File: src/rtl/ringbuf.sv
// rtl/ringbuf.sv - 24-bit sample ring buffer with offset read from the oldest entry
//
// FIR history window for the single-channel resampler. Samples enter with a
// one-cycle write strobe; the oldest is retired with a one-cycle pop strobe.
// Taps are read combinationally at (rptr + offset_i) mod LEN, so a tap is
// available in the same cycle as its coefficient ROM word.
//
// Ports:
//   clk       - single clock, rising-edge state updates
//   rst       - synchronous active-low reset
//   data_i    - sample to write
//   we_i      - write strobe, one sample per high cycle
//   pop_i     - retire oldest sample, one per high cycle
//   offset_i  - tap index relative to the oldest sample
//   data_o    - entry at (rptr + offset_i) mod LEN
//   count_o   - number of stored samples, 0..LEN
//   empty_o   - count_o == 0
//   full_o    - count_o == LEN
module ringbuf #(
  parameter int LEN      = 64,
  parameter int LEN_LOG2 = 6
) (
  input  logic                clk,
  input  logic                rst,
  input  logic [23:0]         data_i,
  input  logic                we_i,
  input  logic                pop_i,
  input  logic [LEN_LOG2-1:0] offset_i,
  output logic [23:0]         data_o,
  output logic [LEN_LOG2:0]   count_o,
  output logic                empty_o,
  output logic                full_o
);

  localparam logic [LEN_LOG2:0]   CNT_ONE = (LEN_LOG2+1)'(1);
  localparam logic [LEN_LOG2:0]   CNT_LEN = (LEN_LOG2+1)'(LEN);
  localparam logic [LEN_LOG2-1:0] PTR_ONE = LEN_LOG2'(1);

  logic [23:0]         mem_q [LEN];
  logic [LEN_LOG2-1:0] wptr_q, wptr_d;
  logic [LEN_LOG2-1:0] rptr_q, rptr_d;
  logic [LEN_LOG2:0]   count_q, count_d;
  logic [LEN_LOG2-1:0] rd_idx;
  logic                is_empty, is_full;
  logic                pop_acc, wr_acc;

  assign is_empty = (count_q == '0);
  assign is_full  = (count_q == CNT_LEN);

  // A pop is judged on the pre-edge count only, so a pop while empty stays
  // ignored even when a write lands in the same cycle. A write while full is
  // only allowed when the same-cycle pop frees a slot.
  assign pop_acc = pop_i && !is_empty;
  assign wr_acc  = we_i && (!is_full || pop_acc);

  always_comb begin
    wptr_d  = wptr_q;
    rptr_d  = rptr_q;
    count_d = count_q;
    if (wr_acc) begin
      wptr_d = wptr_q + PTR_ONE;
    end
    if (pop_acc) begin
      rptr_d = rptr_q + PTR_ONE;
    end
    if (wr_acc && !pop_acc) begin
      count_d = count_q + CNT_ONE;
    end else if (pop_acc && !wr_acc) begin
      count_d = count_q - CNT_ONE;
    end
  end

  always_ff @(posedge clk) begin
    if (!rst) begin
      wptr_q  <= '0;
      rptr_q  <= '0;
      count_q <= '0;
    end else begin
      wptr_q  <= wptr_d;
      rptr_q  <= rptr_d;
      count_q <= count_d;
    end
  end

  // Storage is cleared on reset so that untouched taps read back as zero.
  always_ff @(posedge clk) begin
    if (!rst) begin
      for (int i = 0; i < LEN; i++) begin
        mem_q[i] <= '0;
      end
    end else if (wr_acc) begin
      mem_q[wptr_q] <= data_i;
    end
  end

  // Truncating add gives the mod-LEN wrap for free.
  assign rd_idx  = rptr_q + offset_i;
  assign data_o  = mem_q[rd_idx];
  assign count_o = count_q;
  assign empty_o = is_empty;
  assign full_o  = is_full;

endmodule

File: config.mk
export PLATFORM = sky130hd
export DESIGN_NAME = ringbuf
export DESIGN_NICKNAME = d
export VERILOG_FILES = /design/src/rtl/ringbuf.sv
export SDC_FILE = /design/constraint.sdc
export NUM_CORES = 2
export LEC_CHECK = 0
export CAP_MARGIN = 20
export CORE_UTILIZATION = 30
export CTS_CLUSTER_DIAMETER = 60
export DETAILED_ROUTE_END_ITERATION = 7
export GPL_TIMING_DRIVEN = 0
export PLACE_DENSITY = 0.54
export SYNTH_ARGS = -nofsm -noshare
export SYNTH_HDL_FRONTEND = slang
export SYNTH_SLANG_ARGS = --single-unit
File: constraint.sdc
create_clock -name clk -period 4.7 [get_ports clk]
set_input_delay 0.47 -clock clk [delete_from_list [all_inputs] [get_ports clk]]
set_output_delay 0.47 -clock clk [all_outputs]
set_load 0.02 [all_outputs]
==> flow_metrics.tcl <==
set metrics [dict create \
    status "finished, final reports clean" \
    cp_slowest_cell "fa_2" \
    cp.required_ns 4.23 \
    cts_buffers 173 \
    met3WireLength_um 27420 \
    grt_max_degree 25 \
    hold_violations 0 \
    syn_inst 4790 \
    synth_compound_area_share_pct 1.827 \
    dr.pass1.iters 6 \
    dpl_cell_area_mm2 0.07436 \
    htree_levels 4 \
    initial_core_util_pct 30.17 \
    syn_to_final_growth_pct 19.66 \
    finalClockSkew_ns 0.04821 \
    route.met2.wl_um 124200 \
    drv_cap 0 \
    portBuffers 66 \
    nNetsFinal 5146 \
    drv_slew 0 \
    wirelength_um 270000 \
    finalSetupViolCount 0 \
    clk_latency_ns 0.83 \
    peakVddDrop_mv 0.4065 \
    wl_met1_um 103900 \
    route.detailed.drc 0 \
    slowest_delay_ns 0.55 \
    start_kind "register" \
    synth-seq-area-share_pct 68.60 \
    ios 67 \
    antenna_left 0 \
    num-fill-cells 21620 \
    layout-drive-gt1-share_pct 22.15 \
    max_clock_freq_mhz 213.6 \
    clk_path_buf_depth 3 \
    path_cells "ha_2, fa_2, buf_12, buf_16, clkbuf_16, buf_12, mux4_2, mux2i_2, mux2_2, o32ai_1, a221o_2, buf_6" \
    tightest_slew_ns 1.217 \
    cts.root.buffer_cell "clkbuf_16" \
    rsz0062_at_grt "no" \
    synth_mux_area_share_pct 13.91 \
    synth.distinct_cells 48 \
    tritoncts "built" \
    p_leak_nw 26.17 \
    cts_hold_buf 0 \
    cpMostUsedCell "buf_12" \
    drt_iter0_drc 6793 \
    cp.arrival_ns 4.21 \
    ys_ff_latch 1555 \
    die_h_um 477.4 \
    cts.reportedPaths.clkPinSlew_ns 0.06 \
    postLayoutCellArea_mm2 0.08112 \
    grt_usage_pct 23.26 \
    crit_fanout 7 \
    hold_path_class "in -> reg" \
    clock_sinks 1555 \
    synthXorXnorAreaFrac_pct 0.2455 \
    setup_slack_ns 0.01832 \
    top_layer "met5" \
    synth-warning-count 0 \
    synth_top_family_by_area "multiplexers" \
    core.rowCount 174 \
    core_area_mm2 0.2247 \
    first_global_vias 43320 \
    relSlewSlack_pct 18.86 \
    fin_crit_ns 4.682 \
    place_ws_ns -1.837 \
    avgSynthCellArea_um2 14.15 \
    syn_area_mm2 0.06779 \
    die-area_mm2 0.2279 \
    holdWs_ns 0.4472 \
    gp_congestion 0.9984 \
    yosys.area_share.simple_pct 12.28 \
    post_drt_wl_per_cell_um 32.81 \
    worstSetupPathType "reg -> out" \
    synthAdderAreaFrac_pct 0.2990 \
    dp_hpwl_um 206100 \
    grt_pass1_wl_um 361600 \
    grt-ovfl-total 0 \
    syn_nets 4839 \
    vias 44820 \
    vias_per_cell 5.446 \
    antenna_found_initial 11 \
    worstSetupEndpointType "primary output" \
    finalCritPeriodShare_pct 99.61 \
    powerDensity_mw_per_mm2 554.6 \
    dieWidth_um 477.4 \
]
-- worst max-delay path: cells and delay by family, from the launching register on --
family          cells  cell delay, ns
mux                 3            0.88
buf+inv             5            0.84
fa+ha+maj           2            0.73
compound gates      2            0.53
flops               1            0.34
-- layout by cell type (no fill, tap or decap), drive strengths merged, types with 12 or more instances in the layout --
cell / netlist / final
clkinv: 1 / 74
and3: 100 / 100
a21oi: 12 / 12
buf: 191 / 280
nand2: 411 / 411
and2: 28 / 28
o32ai: 24 / 24
dfxtp: 19 / 19
clkdlybuf4s50: 0 / 42
edfxtp: 1536 / 1536
ha: 13 / 13
clkbuf: 249 / 468
inv: 6 / 17
mux2: 24 / 24
o21ai: 66 / 66
mux2i: 51 / 51
a221o: 24 / 24
mux4: 384 / 384
a31oi: 49 / 49
nor2: 1541 / 1541
-- report_power, final --
| group | leakage, nW | internal, mW | switching [mW] |
|---|---|---|---|
| combinational | 8.07 | 5.92 | 9.97 |
| clock | 2.59 | 7.24 | 5.83 |
| sequential | 15.5 | 15.8 | 0.212 |
-- cells by family after synthesis --
| logic type | count (synthesis) |
|---|---|
| flip-flops | 1555 |
| AND/OR/NAND/NOR | 2110 |
| adder cells (fa/ha/maj) | 15 |
| multiplexers | 459 |
| AO/OA/AOI/OAI | 185 |
| buffers and inverters | 447 |
| XOR/XNOR | 19 |
-- cell usage after synthesis, drive strengths merged --
cell type	n	area [um2]
a21o	2	15.01
nor4	2	27.53
a21bo	1	10.01
a21oi	12	63.81
and2	28	175.2
a221o	24	240.2
buf	191	962.2
o211ai	2	15.01
clkbuf	249	934.7
mux2	24	270.3
clkinv	1	3.750
and3	100	625.6
nand2	411	1545
a31oi	49	306.5
or3	2	12.51
nor3b	1	7.510
inv	6	22.52
o21bai	2	15.01
ha	13	162.7
a41oi	1	16.27
nand4b	1	8.760
and3b	1	8.760
nand2b	3	18.77
mux2i	51	510.5
nor2b	3	18.77
o21ai	66	330.3
nor2	1541	5787
xnor2	8	70.07
a211oi	1	7.510
nor3	4	20.02
nand4	4	25.02
fa	2	40.04
edfxtp	1536	46120
nand3	8	40.04
xor2	11	96.34
o32ai	24	210.2
a211o	1	8.760
mux4	384	8648
or2	1	6.260
dfxtp	19	380.4
-- worst paths after layout --
check                                 from  slack, ns       endpoint  depth (start not counted)
worst max register to register  count_o[0]       0.20  mem_q[48][16]                          7
worst min register to register   rptr_q[1]       0.55      rptr_q[1]                          2
worst min-delay path                 pop_i       0.45      rptr_q[1]                          5
worst max-delay path             rptr_q[0]       0.02     data_o[21]                         12
-- stage by stage --
stage / util, % / instances / total power [mW] / TNS (ns)
2_1_floorplan: - / 4790 / 23.66 / 0
3_3_place_gp: 32.13 / 7848 / 30.39 / -2199.89
3_5_place_dp: 33.09 / 7909 / 30.63 / -43.61
4_1_cts: 36.09 / 8225 / 44.82 / -0.03172
5_1_grt: 36.10 / 8226 / 45.69 / 0
6_report: 36.10 / 8229 / 44.98 / 0
-- routing by layer --
layer	global-route usage [%]	vias up
met1	31.00	23430
met4	10.96	2
li1	-	18080
met2	36.34	2827
met5	0	-
met3	4.700	474
-- cell type report --
type | instances | area, um2 | area share, %
inverters | 7 | 26.28 | 0.03239
flip-flops and latches | 1555 | 46510 | 57.33
plain buffers | 440 | 2574 | 3.173
clock buffers | 218 | 4519 | 5.571
diodes | 4 | 10.01 | 0.01234
multi-input cells | 2788 | 20820 | 25.66
well taps | 2992 | 3744 | 4.615
repair buffers | 132 | 2107 | 2.597
clock inverters | 93 | 814.5 | 1.004
-- state kept, by name (all words and copies together) (netlist names) --
signal / count
mem_q: 1536
count_o: 7
rptr_q: 6
wptr_q: 6
-- repair_timing --
action                                 CTS  global route
cloned                                   1             0
setup buffers                            4             0
pin swaps                                8             1
endpoints found under the hold margin    0             0
setup endpoints to repair               24            21
resized for setup                      544             9
(Power assumes the default switching activity.)
